<file path="config.mk">
export PLATFORM = sky130hd
export DESIGN_NAME = omsp_dma_copy
export DESIGN_NICKNAME = d
export VERILOG_FILES = /design/src/rtl/omsp_dma_copy_pkg.sv /design/src/rtl/omsp_dma_copy_regs.sv /design/src/rtl/omsp_dma_copy.sv
export SDC_FILE = /design/constraint.sdc
export NUM_CORES = 1
export LEC_CHECK = 0
export ABC_CLOCK_PERIOD_IN_PS = 3900
export BUFFER_PORTS_ARGS = -buffer_cell sky130_fd_sc_hd__clkbuf_2
export CAP_MARGIN = 20
export CORE_MARGIN = 2
export CORE_UTILIZATION = 43
export DETAILED_ROUTE_END_ITERATION = 8
export PLACE_DENSITY = 0.65
export SLEW_MARGIN = 20
export SYNTH_ARGS = -nofsm -noshare
export SYNTH_HDL_FRONTEND = slang
export SYNTH_SLANG_ARGS = --single-unit
</file>
<file path="constraint.sdc">
create_clock -name mclk -period 3.9 [get_ports mclk]
set_clock_uncertainty 0.1 [all_clocks]
set_input_delay 0.975 -clock mclk [delete_from_list [all_inputs] [get_ports mclk]]
set_output_delay 0.975 -clock mclk [all_outputs]
set_load 0.01 [all_outputs]
</file>
<file path="src/rtl/omsp_dma_copy_pkg.sv">
// Shared constants for the openMSP430 DMA block-copy engine:
// register offsets, CTL bit positions and FSM state encodings.
package omsp_dma_copy_pkg;

  localparam logic [1:0] REG_SRC = 2'd0;
  localparam logic [1:0] REG_DST = 2'd1;
  localparam logic [1:0] REG_CNT = 2'd2;
  localparam logic [1:0] REG_CTL = 2'd3;

  localparam int unsigned CTL_START   = 0;
  localparam int unsigned CTL_ABORT   = 1;
  localparam int unsigned CTL_BUSY    = 2;
  localparam int unsigned CTL_DONE    = 3;
  localparam int unsigned CTL_ERR     = 4;
  localparam int unsigned CTL_IE      = 5;
  localparam int unsigned CTL_PRIO    = 6;
  localparam int unsigned CTL_SRC_INC = 7;
  localparam int unsigned CTL_DST_INC = 8;

  localparam logic [1:0] S_IDLE = 2'd0;
  localparam logic [1:0] S_RD   = 2'd1;
  localparam logic [1:0] S_CAP  = 2'd2;
  localparam logic [1:0] S_WR   = 2'd3;

endpackage

</file>
<file path="src/rtl/omsp_dma_copy_regs.sv">
// CPU-visible register file of the DMA engine: decode, byte writes, W1C status,
// per_dout read mux and the per-word SRC/DST/CNT updates requested by the FSM.
module omsp_dma_regs
  import omsp_dma_copy_pkg::*;
#(
  parameter logic [14:0] BASE_ADDR = 15'h0190
) (
  input  logic        mclk,
  input  logic        puc_rst,
  input  logic [13:0] per_addr,
  input  logic [15:0] per_din,
  input  logic        per_en,
  input  logic [1:0]  per_we,
  output logic [15:0] per_dout,
  input  logic        busy,
  input  logic        word_done,
  input  logic        start_ok,
  input  logic        set_done,
  input  logic        set_err,
  output logic [14:0] src,
  output logic [14:0] dst,
  output logic [15:0] cnt,
  output logic        ie,
  output logic        prio,
  output logic        src_inc,
  output logic        dst_inc,
  output logic        done,
  output logic        err,
  output logic        start,
  output logic        abort
);

  logic sel, rd, wr;
  logic wr_src, wr_dst, wr_cnt, wr_ctl;

  assign sel    = per_en && (per_addr[13:2] == BASE_ADDR[14:3]);
  assign rd     = sel && (per_we == 2'b00);
  assign wr     = sel && (per_we != 2'b00);
  assign wr_src = wr && (per_addr[1:0] == REG_SRC) && !busy;
  assign wr_dst = wr && (per_addr[1:0] == REG_DST) && !busy;
  assign wr_cnt = wr && (per_addr[1:0] == REG_CNT) && !busy;
  assign wr_ctl = wr && (per_addr[1:0] == REG_CTL);

  assign start  = wr_ctl && per_we[0] && per_din[CTL_START];
  assign abort  = wr_ctl && per_we[0] && per_din[CTL_ABORT];

  // SRC/DST hold word addresses; the CPU sees them as byte addresses (bit 0 = 0).
  always_ff @(posedge mclk or posedge puc_rst) begin
    if (puc_rst) begin
      src <= '0;
      dst <= '0;
      cnt <= '0;
    end else begin
      if (wr_src) begin
        if (per_we[1]) src[14:7] <= per_din[15:8];
        if (per_we[0]) src[6:0]  <= per_din[7:1];
      end else if (word_done && src_inc) begin
        src <= src + 15'd1;
      end
      if (wr_dst) begin
        if (per_we[1]) dst[14:7] <= per_din[15:8];
        if (per_we[0]) dst[6:0]  <= per_din[7:1];
      end else if (word_done && dst_inc) begin
        dst <= dst + 15'd1;
      end
      if (wr_cnt) begin
        if (per_we[1]) cnt[15:8] <= per_din[15:8];
        if (per_we[0]) cnt[7:0]  <= per_din[7:0];
      end else if (word_done) begin
        cnt <= cnt - 16'd1;
      end
    end
  end

  // A status set from the FSM takes precedence over a same-cycle CPU clear.
  always_ff @(posedge mclk or posedge puc_rst) begin
    if (puc_rst) begin
      ie      <= 1'b0;
      prio    <= 1'b0;
      src_inc <= 1'b0;
      dst_inc <= 1'b0;
      done    <= 1'b0;
      err     <= 1'b0;
    end else begin
      if (wr_ctl && per_we[0]) begin
        ie      <= per_din[CTL_IE];
        prio    <= per_din[CTL_PRIO];
        src_inc <= per_din[CTL_SRC_INC];
      end
      if (wr_ctl && per_we[1]) dst_inc <= per_din[CTL_DST_INC];
      if (set_done)
        done <= 1'b1;
      else if (start_ok || (wr_ctl && per_we[0] && per_din[CTL_DONE]))
        done <= 1'b0;
      if (set_err)
        err <= 1'b1;
      else if (start_ok || (wr_ctl && per_we[0] && per_din[CTL_ERR]))
        err <= 1'b0;
    end
  end

  always_comb begin
    per_dout = '0;
    if (rd) begin
      case (per_addr[1:0])
        REG_SRC: per_dout = {src, 1'b0};
        REG_DST: per_dout = {dst, 1'b0};
        REG_CNT: per_dout = cnt;
        default: per_dout = {7'b0, dst_inc, src_inc, prio, ie, err, done, busy, 2'b00};
      endcase
    end
  end

endmodule

</file>
<file path="src/rtl/omsp_dma_copy.sv">
// DMA initiator for the openMSP430 DMA port: word block copy/fill driven by a
// RD -> CAP -> WR handshake FSM, programmed through the peripheral bus.
module omsp_dma_copy
  import omsp_dma_copy_pkg::*;
#(
  parameter logic [14:0] BASE_ADDR = 15'h0190
) (
  input  logic        mclk,
  input  logic        puc_rst,
  input  logic [13:0] per_addr,
  input  logic [15:0] per_din,
  input  logic        per_en,
  input  logic [1:0]  per_we,
  output logic [15:0] per_dout,
  output logic [14:0] dma_addr,
  output logic [15:0] dma_din,
  output logic        dma_en,
  output logic [1:0]  dma_we,
  output logic        dma_priority,
  input  logic [15:0] dma_dout,
  input  logic        dma_ready,
  input  logic        dma_resp,
  output logic        irq_dma
);

  logic [1:0]  state, state_nxt;
  logic [15:0] data;
  logic        abort_pend;
  logic        busy, start, abort, start_ok, set_done, set_err, word_done;
  logic [14:0] src, dst;
  logic [15:0] cnt;
  logic        ie, prio, src_inc, dst_inc, done, err;

  assign busy = (state != S_IDLE);

  omsp_dma_regs #(.BASE_ADDR(BASE_ADDR)) u_regs (
    .mclk      (mclk),
    .puc_rst   (puc_rst),
    .per_addr  (per_addr),
    .per_din   (per_din),
    .per_en    (per_en),
    .per_we    (per_we),
    .per_dout  (per_dout),
    .busy      (busy),
    .word_done (word_done),
    .start_ok  (start_ok),
    .set_done  (set_done),
    .set_err   (set_err),
    .src       (src),
    .dst       (dst),
    .cnt       (cnt),
    .ie        (ie),
    .prio      (prio),
    .src_inc   (src_inc),
    .dst_inc   (dst_inc),
    .done      (done),
    .err       (err),
    .start     (start),
    .abort     (abort)
  );

  assign irq_dma      = done && ie;
  assign dma_priority = prio;

  always_comb begin
    state_nxt = state;
    start_ok  = 1'b0;
    set_done  = 1'b0;
    set_err   = 1'b0;
    word_done = 1'b0;
    case (state)
      S_IDLE: begin
        if (start) begin
          if (cnt != 16'd0) begin
            start_ok  = 1'b1;
            state_nxt = S_RD;
          end else begin
            set_done = 1'b1;
          end
        end
      end
      S_RD: begin
        if (dma_ready) begin
          if (dma_resp) begin
            set_err   = 1'b1;
            set_done  = 1'b1;
            state_nxt = S_IDLE;
          end else begin
            state_nxt = S_CAP;
          end
        end
      end
      S_CAP: state_nxt = S_WR;
      default: begin
        if (dma_ready) begin
          if (dma_resp) begin
            set_err   = 1'b1;
            set_done  = 1'b1;
            state_nxt = S_IDLE;
          end else begin
            word_done = 1'b1;
            // An abort arriving in the completing cycle still stops after this word.
            if ((cnt == 16'd1) || abort_pend || abort) begin
              set_done  = 1'b1;
              state_nxt = S_IDLE;
            end else begin
              state_nxt = S_RD;
            end
          end
        end
      end
    endcase
  end

  always_comb begin
    dma_en   = 1'b0;
    dma_we   = 2'b00;
    dma_addr = '0;
    dma_din  = '0;
    case (state)
      S_RD: begin
        dma_en   = 1'b1;
        dma_addr = src;
      end
      S_WR: begin
        dma_en   = 1'b1;
        dma_we   = 2'b11;
        dma_addr = dst;
        dma_din  = data;
      end
      default: ;
    endcase
  end

  always_ff @(posedge mclk or posedge puc_rst) begin
    if (puc_rst) begin
      state      <= S_IDLE;
      data       <= '0;
      abort_pend <= 1'b0;
    end else begin
      state <= state_nxt;
      if (state == S_CAP) data <= dma_dout;
      if (!busy)
        abort_pend <= 1'b0;
      else if (abort)
        abort_pend <= 1'b1;
    end
  end

endmodule

</file>
==> key figures, run 1 <==
Global routing
  – Initial antenna violation count: 0
  – Gr usage total: 27.3%
  – Number of global-route vias before repair: ~5k
  – First-pass GRT wire length: 27300 um
  – Largest net degree at the start of global routing: 45
  – Congestion Overflow GR: 0

Synth
  – Synth top area share: between 30% and 40%
  – Mapped cell area: ~5100 sq um
  – Ys Warns: 0
  – Count of cell types in the netlist: 67
  – Top FF cell, synth: dfrtp_1
  – Synth top area cells: dfrtp_1 35%, mux2i_1 8.2%, mux2_2 4.2%, nor2_1 4.0%, a21oi_1 3.2%
  – Syn Nets: 640
  – Area leader, netlist: dfrtp_1
  – Yosys reg bits: 71
  – Asr flop ratio synth: 100%
  – Cell with the most instances after synthesis: dfrtp_1
  – Synth Area per Inst: just under 9 sq um
  – Commonest cells in the netlist: 71 x dfrtp_1, 55 x nor2_1, 42 x mux2i_1
  – Post-synth EDFFs: 0
  – Sequential share of the synthesized area: 34.6%
  – Cells after Synth: slightly below 600

Floorplanning
  – Die area: between 10000 and 15000 sq um
  – Num ports: between 100 and 150
  – Starting Density: 44.4%
  – # rows: 39
  – Die Wd: between 100 and 150 um
  – Die Span Y: 113 um
  – Placeable Area: 11600 sq um

CTS
  – Post-CTS resize count: 0
  – Num CTS Buffers: 9
  – Post-CTS setup buffers: 0
  – Worst-Skew Late Latency: 340 ps
  – CTS clk-pin slew, worst paths: about 60 ps
  – TritonCTS clock tree: yes
  – Clock root buffer: clkbuf_16
  – Clock sinks: just over 70
  – Max clock buf depth: 2
  – Cts-stage hold buffer count: 0
  – Htree depth: 3

Drt
  – ANT nets after route: 0
  – Detailed Routing Iterations Pass 1: 6
  – DRT Wirelength: about 17000 um
  – DRC Markers: 0
  – Drt wl/cell: about 21 um
  – First DRT Iteration DRCs: around 530
  – Detailed-route vias per instance: ~6.2
  – Vias: slightly above 5k

Timing
  – Setup TNS: 0 ps
  – Final max-slew violation count: 0
  – Hold Fails Final Rpt: 0
  – Final critical-path required period: roughly 3500 ps
  – Fmax: between 200 and 300 MHz
  – Worst slew margin: around 41%
  – RSZ-0062 raised after global routing: false
  – Slew @ Worst Pin: 873 ps
  – Final WS setup: around 350 ps
  – Final setup viols: 0
  – Min Hold Slack: 400 ps
  – Final worst path period share: approximately 91%

Placed design
  – Port-buffer cells: roughly 100
  – Final GP Congestion: roughly 1
  – Post-Place Worst Slack: 426 ps
  – Detailed placer's ending HPWL: around 13000 um
  – Placed cells: 811

Final layout
  – Fill cells: ~1.1k
  – Number of diodes: 0
  – Area of the multi-input gates: approximately 3100 sq um
  – Cell Count, Final, Fillers Out: around 830
  – Share of layout cells above drive strength 1: between 20% and 30%
  – Layout area overhead: 19.7%
  – Reg area: between 1500 and 2000 sq um
  – Nets: between 700 and 800

Critical path
  – Worst Setup Start Kind: input port
  – CP endpoint kind: output port
  – Slowest stage delay, CP: around 470 ps
  – WS Path Type: input port to output port
  – Crit-path most repeated cell: clkbuf_2
  – Worst path required time: 2820 ps
  – CP bufs+invs: 3
  – Slowest cell on crit path: nor4b_4
  – Crit path arrival time: about 2500 ps
  – CP Max Fanout: 6
  – CP top delay family: simple AND/OR/NAND/NOR gates
  – Crit path cell chain: clkbuf_2 > nor4b_4 > and3_1 > nand3_1 > buf_4 > nor2b_1 > clkbuf_2

Power and ir drop
  – Leak: about 2.7 nW
  – Internal cell power: ~1.9 mW
  – Sequential Power Share: between 30% and 40%
  – Switching power: slightly below 1 mW
  – Clock Power Share: between 30% and 40%
  – Power share of the combinational group: 32.8%
  – Pwr Density: 465 nW/um^2
  – Sw frac: between 30% and 40%
  – Worst vdd rail ir drop: 0.301 mV

Flow run
  – Max-Cap Viols: 0

Run status
  – Run status: complete, no violations

Worst hold path
  – Hold WC Path Type: flop to flop
[layout make-up]
class | count | share of cell area (%)
Clock buffer | 9 | 3.66
Clock inverter | 7 | 1.95
Inverter | 22 | 1.34
Multi-Input combinational cell | 454 | 50.7
Sequential cell | 71 | 28.9
Tap cell | 143 | 2.91
Timing Repair Buffer | 121 | 10.5
[routing by layer]
metal | global-route usage, % | vias to the layer above | wire [um]
li1 | - | 2383 | -
met5 | 0 | - | 0
met1 | 37.1 | 2406 | 7160
met4 | 11.8 | 0 | 660
met2 | 42.6 | 331 | 7960
met3 | 5.14 | 47 | 1490
[worst reg2reg max path, stage by stage (launching register included)]
cell	delay, ps
dfrtp_1	330
buf_4	430
nand4b_1	410
nor2_1	720
nand2_1	160
a211o_1	320
a21oi_1	140
[state kept, by name, indices dropped and copies added (netlist names), 2 cells and up]
| register | cells |
|---|---|
| u_regs.dst | 15 |
| u_regs.src | 15 |
| state | 2 |
| u_regs.cnt | 16 |
| data | 16 |
[cell families (layout without fill, tap and decap cells)]
logic type | count (synthesis) | count (layout) | synth area share [%]
AO/OA/AOI/OAI | 132 | 132 | 17.0
adder cells (fa/ha/maj) | 5 | 5 | 1.22
multiplexers | 68 | 68 | 15.4
AND/OR/NAND/NOR | 248 | 248 | 27.0
XOR/XNOR | 1 | 1 | 0.170
buffers and inverters | 57 | 159 | 4.67
flip-flops | 71 | 71 | 34.6
[power by group through the flow]
stage                     clock network, mW  logic, mW  registers, mW
final                                 0.966      0.940          0.958
after global routing                   1.00       1.02          0.976
after CTS                             0.973      0.937          0.958
after detailed placement                  0      0.932          0.970
after global placement                    0      0.906          0.960
after floorplan                           0      0.675          0.935
[through the flow]
stage	utilization, %	power [mW]	cell area (sq um)
6_report	53.2	2.86	6150
5_1_grt	53.2	3.00	6150
4_1_cts	53.2	2.87	6150
3_5_place_dp	50.2	1.90	5810
3_3_place_gp	50.2	1.87	5810
2_1_floorplan	-	1.61	5140
[path summary, 6_finish.rpt]
path | from | endpoint | slack (ps) | cells past startpoint
setup / recovery | per_addr[10] | per_dout[4] | 350 | 7
hold / removal | data[3] | data[3] | 400 | 1
setup reg to reg | state[1] | u_regs.src[2] | 1230 | 6
hold reg to reg | data[3] | data[3] | 400 | 1
max in group asynchronous | puc_rst | u_regs.src[8] | 2240 | 3
min in group asynchronous | puc_rst | data[3] | 650 | 2
[cells in the final DEF (no fill, tap or decap), drive strengths merged, types with 17 or more instances in the layout]
cell	netlist	layout
clkbuf	21	113
dfrtp	71	71
nor2	56	56
mux2i	42	42
nand2	35	35
a21oi	33	33
o21ai	30	30
nand3	28	28
nor3	26	26
nor2b	25	25
and3	24	24
inv	22	23
mux2	19	19
buf	14	17
Power figures use the tool's default switching activity.
==> run 2: changes to the inputs <==
Settings changed: ABC_CLOCK_PERIOD_IN_PS 3900 to not set, REMOVE_ABC_BUFFERS set to 1.
==> run 2 against run 1 <==
Hold slack worse by 3.2 ps. Register-to-register slack got worse by 120 ps. Design area shrank 0.55%. Global-route usage fell by 0.53 points. Combinational power increased by 2%. Fmax grew 2.3%. First-iteration DRC count shrank 34%. Non-clock buffer count unchanged. Count of clock-buffer cells in the layout rose by 1. Sequential power barely moved. Final cell count unchanged. Critical path type unchanged.
==> key figures, run 2 (synthesis gave the netlist of run 1 again) <==
Run status
  – Run status: complete, no violations

Critical path
  – CP endpoint kind: output port
  – CP Max Fanout: 16
  – Crit path cell chain: clkbuf_2 > nor4b_4 > and3_1 > nand3_1 > buf_4 > nor2b_1 > clkbuf_2
  – Slowest stage delay, CP: around 450 ps
  – Crit-path most repeated cell: clkbuf_2
  – Worst Setup Start Kind: input port
  – Worst path required time: roughly 2800 ps
  – CP bufs+invs: 3
  – Slowest cell on crit path: nor4b_4
  – CP top delay family: simple AND/OR/NAND/NOR gates
  – Crit path arrival time: roughly 2400 ps
  – WS Path Type: input port to output port

Global routing
  – First-pass GRT wire length: 26600 um
  – Congestion Overflow GR: 0
  – Number of global-route vias before repair: around 5k
  – Largest net degree at the start of global routing: 45
  – Initial antenna violation count: 0
  – Gr usage total: 26.7%

CTS
  – Cts-stage hold buffer count: 0
  – Max clock buf depth: 2
  – Htree depth: 3
  – Num CTS Buffers: 9
  – CTS clk-pin slew, worst paths: roughly 60 ps
  – Clock root buffer: clkbuf_16
  – Worst-Skew Late Latency: approximately 350 ps
  – Clock sinks: ~70
  – Post-CTS resize count: 0
  – TritonCTS clock tree: yes
  – Post-CTS setup buffers: 0

Timing
  – Final WS setup: 433 ps
  – Worst slew margin: 46.2%
  – Min Hold Slack: between 300 and 400 ps
  – RSZ-0062 raised after global routing: false
  – Setup TNS: 0 ps
  – Slew @ Worst Pin: approximately 800 ps
  – Final worst path period share: 88.9%
  – Final critical-path required period: between 3000 and 4000 ps
  – Final setup viols: 0
  – Hold Fails Final Rpt: 0
  – Fmax: ~290 MHz
  – Final max-slew violation count: 0

Power and ir drop
  – Internal cell power: roughly 1.8 mW
  – Pwr Density: around 450 nW/um^2
  – Sw frac: between 30% and 40%
  – Power share of the combinational group: 34.8%
  – Sequential Power Share: about a third
  – Leak: around 2.7 nW
  – Clock Power Share: a little under a third
  – Switching power: 0.965 mW
  – Worst vdd rail ir drop: 0.329 mV

Drt
  – Drt wl/cell: around 21 um
  – First DRT Iteration DRCs: 346
  – Detailed Routing Iterations Pass 1: 5
  – ANT nets after route: 0
  – Detailed-route vias per instance: ~6.3
  – Vias: roughly 5.3k
  – DRT Wirelength: approximately 17000 um
  – DRC Markers: 0

Floorplanning
  – Placeable Area: approximately 12000 sq um
  – Die area: between 10000 and 15000 sq um
  – Die Wd: 113 um
  – # rows: 39
  – Starting Density: approximately 44%
  – Die Span Y: between 100 and 150 um
  – Num ports: 105

Final layout
  – Commonest non-fill, non-tap cell in the layout: clkbuf_2
  – Most frequent cells in the layout: 104 x clkbuf_2, 71 x dfrtp_1, 55 x nor2_1
  – Number of diodes: 0
  – Nets: 737
  – Finished Cell Area: between 6000 and 7000 sq um
  – Regs by FF count: data: 16 flops, u_regs.cnt: 16 flops
  – Finished Core Util: between 50% and 60%
  – Share of layout cells above drive strength 1: between 20% and 30%
  – Layout area overhead: 19.1%

Placed design
  – Port-buffer cells: between 100 and 150
  – Detailed placer's ending HPWL: roughly 12000 um
  – Cell Area, Placed: 5820 sq um
  – Final GP Congestion: roughly 0.94
  – Post-Place Worst Slack: roughly 450 ps

Flow run
  – Max-Cap Viols: 0

Worst hold path
  – Hold WC Path Type: flop to flop
==> run 2: cell types whose count changed in the layout (fill, tap and decap cells not counted), sizes merged <==
cell and delta:
clkinv +1, clkinvlp +1, bufinv -2, inv -1, clkbuf +1
==> run 2: routing by layer <==
metal  share of wire (%)  routed length, um  track usage [%]  vias up
li1                    -                  -                -     2382
met1                  41               7040             35.7     2558
met2                  47               7990             42.3      274
met3                 8.8               1500             5.84       36
met4                 2.7                464             10.7        0
met5                   0                  0                0        -
==> run 2: path summary, 6_finish.rpt <==
kind	startpoint	end	slack, ps	cells after the start
setup / recovery	per_addr[10]	per_dout[2]	430	7
hold / removal	data[6]	data[6]	400	1
setup reg to reg	state[1]	u_regs.src[9]	1110	6
hold reg to reg	data[6]	data[6]	400	1
max in group asynchronous	puc_rst	u_regs.dst[13]	2380	3
min in group asynchronous	puc_rst	state[0]	650	2
==> run 2: worst reg2reg max path: stages, from the launching register on <==
cell and delay [ps]:
dfrtp_1 340, buf_4 470, nand4b_1 470, nor4_2 830
nand3_1 190, mux2i_1 200, o21a_1 130
==> run 2: power by group through the flow <==
stage	registers (mW)	clock network, mW	logic, mW
floorplan	1.01	0	0.556
global placement	0.960	0	0.932
detailed placement	0.966	0	0.957
CTS	0.956	0.853	0.961
global route	0.974	0.885	1.04
finish	0.956	0.842	0.958
==> run 2: area by class of cell <==
class	count	area (sq um)
fillers	1083	5440
repair buffers	121	661
flip-flops and latches	71	1780
well taps	143	179
multi-input cells	454	3120
clock inverters	6	60.1
inverters	22	82.6
clock buffers	10	239
==> run 2: stage by stage <==
stage / power, mW / instances
final: 2.76 / 827
after global routing: 2.90 / 827
after CTS: 2.77 / 827
after detailed placement: 1.92 / 811
after global placement: 1.89 / 811
after floorplan: 1.56 / 547
==> run 3: changes to the inputs <==
Settings changed: MAX_ROUTING_LAYER set to met4.
Clock period 3.9 ns to 4.3 ns, I/O delays scaled along.
==> run 3 against run 2 <==
Global-route usage up 1.2 points. Largest cell class unchanged. Via count decreased by 1.2%. Register-to-register slack better by 480 ps. Sequential power fell by 9.2%. Critical endpoint unchanged. Design area is 0.59% lower. Die area stayed put. First-iteration DRC count up 6.1%. Hold slack better by 9.8 ps. Flip-flop and latch count did not move. Routed wire length shrank 0.18%. Largest power group is now sequential cells. Critical path depth down 1. Combinational power decreased by 11%.
==> key figures, run 3 (synthesis gave the netlist of run 1 again) <==
Run status
  – Run status: complete, no violations

CTS
  – Cts-stage hold buffer count: 0
  – CTS clk-pin slew, worst paths: 60 ps
  – Worst-Skew Late Latency: about 360 ps
  – Clock root buffer: clkbuf_16
  – TritonCTS clock tree: yes
  – Clock sinks: slightly above 70
  – Post-CTS resize count: 0
  – Htree depth: 3
  – Post-CTS setup buffers: 0
  – Max clock buf depth: 2
  – Num CTS Buffers: 9

Power and ir drop
  – Pwr Density: 409 nW/um^2
  – Leak: 2.67 nW
  – Worst vdd rail ir drop: around 0.35 mV
  – Overall Power: ~2.5 mW

Timing
  – Setup TNS: 0 ps
  – Slew @ Worst Pin: 740 ps
  – Final max-slew violation count: 0
  – Fmax: around 270 MHz
  – Hold Fails Final Rpt: 0
  – Final setup viols: 0
  – Final worst path period share: about 87%
  – RSZ-0062 raised after global routing: false
  – Worst slew margin: between 50% and 60%
  – Final critical-path required period: between 3000 and 4000 ps

Global routing
  – First-pass GRT wire length: 26800 um
  – Congestion Overflow GR: 0
  – Gr usage total: between 20% and 30%
  – Largest net degree at the start of global routing: 53
  – Number of global-route vias before repair: between 4k and 5k
  – Initial antenna violation count: 0

Final layout
  – Number of diodes: 0
  – Most frequent cells in the layout: 104 x clkbuf_2, 71 x dfrtp_1, 55 x nor2_1
  – Commonest non-fill, non-tap cell in the layout: clkbuf_2
  – Share of layout cells above drive strength 1: a little over a quarter
  – Fill cells: around 1.1k
  – Regs by FF count: data: 16 flops, u_regs.cnt: 16 flops
  – Layout area overhead: 18.4%
  – Nets: between 700 and 800

Placed design
  – Final GP Congestion: 0.924
  – Detailed placer's ending HPWL: roughly 13000 um
  – Port-buffer cells: ~100

Critical path
  – Reg-to-Reg End: u_regs.src[2]
  – Worst Setup Start Kind: input port
  – WS Path Type: input port to output port
  – Crit path arrival time: 2550 ps
  – R2R setup slack: roughly 1600 ps
  – Cells on worst reg2reg path: 6
  – RR Startpoint: state[1]
  – CP Max Fanout: 12
  – CP endpoint kind: output port
  – Worst path required time: between 3000 and 4000 ps

Worst hold path
  – Hold WC Path Type: flop to flop
  – Worst hold path depth: 1
  – Hold Startpoint: data[0]
  – Endpoint, Worst Hold: data[0]

Drt
  – DRT Wirelength: between 15000 and 20000 um
  – Detailed-route vias per instance: between 6 and 7
  – Vias: just over 5k
  – First DRT Iteration DRCs: 367
  – DRC Markers: 0
  – Detailed Routing Iterations Pass 1: 6
  – Drt wl/cell: about 21 um
  – ANT nets after route: 0

Floorplanning
  – Die Span Y: roughly 110 um
  – Die Wd: around 110 um
  – Placeable Area: between 10000 and 15000 sq um
  – # rows: 39
  – Starting Density: about 44%
  – Die area: 12800 sq um
  – Num ports: about 110

Flow run
  – Max-Cap Viols: 0
-- run 3: cell count changes in the layout (fill, tap and decap cells not counted) --
cell        delta
inv_2          -1
clkinv_2       -3
clkinv_4       +1
buf_12         -1
buf_4          -2
inv_4          +1
clkbuf_8       -1
clkinvlp_4     +1
inv_6          +1
-- run 3: worst max path at each step --
stage	startpoint	endpoint	slack (ps)	cells after the start
after detailed placement	per_addr[10]	per_dout[2]	610	7
after floorplan	per_addr[10]	per_dout[2]	500	4
after global placement	per_addr[10]	per_dout[2]	630	7
after CTS	per_addr[10]	per_dout[2]	610	7
final	per_we[1]	per_dout[2]	570	6
after global routing	per_addr[10]	per_dout[2]	490	7
-- run 3: layout make-up --
| type | count | area [sq um] | area share, % |
|---|---|---|---|
| Clock buffer | 9 | 225 | 3.70 |
| Sequential cell | 71 | 1780 | 29.2 |
| Timing Repair Buffer | 118 | 626 | 10.3 |
| Multi-Input combinational cell | 454 | 3120 | 51.3 |
| Clock inverter | 6 | 70.1 | 1.15 |
| Inverter | 22 | 85.1 | 1.40 |
| Tap cell | 143 | 179 | 2.94 |
-- run 3: power by group --
part / internal, mW / switching, mW / total [mW]
registers: 0.784 / 0.0833 / 0.868
clock network: 0.448 / 0.323 / 0.771
logic: 0.369 / 0.480 / 0.849
total: 1.60 / 0.886 / 2.49
-- run 3: layer usage --
| layer | track usage, % | vias to the layer above | part of all wire [%] |
|---|---|---|---|
| li1 | - | 2364 | - |
| met5 | - | - | 0 |
| met2 | 42.6 | 271 | 46 |
| met3 | 7.61 | 46 | 9.5 |
| met1 | 35.6 | 2505 | 42 |
| met4 | 10.5 | 0 | 3.0 |
-- run 3: stage by stage --
step	util (%)	setup slack (ps)	instance area (sq um)	hold slack, ps	instances
2_1_floorplan	-	498	4980	348	547
3_3_place_gp	50.0	633	5790	383	808
3_5_place_dp	50.1	612	5790	391	808
4_1_cts	52.6	613	6080	411	823
5_1_grt	52.6	492	6080	421	823
6_report	52.6	572	6080	407	823
-- run 3: worst max-delay path: stages --
cell and delay [ps]:
clkbuf_2 210, nor2_1 530, nand3_1 210, buf_4 210, nor2b_1 160, clkbuf_2 160
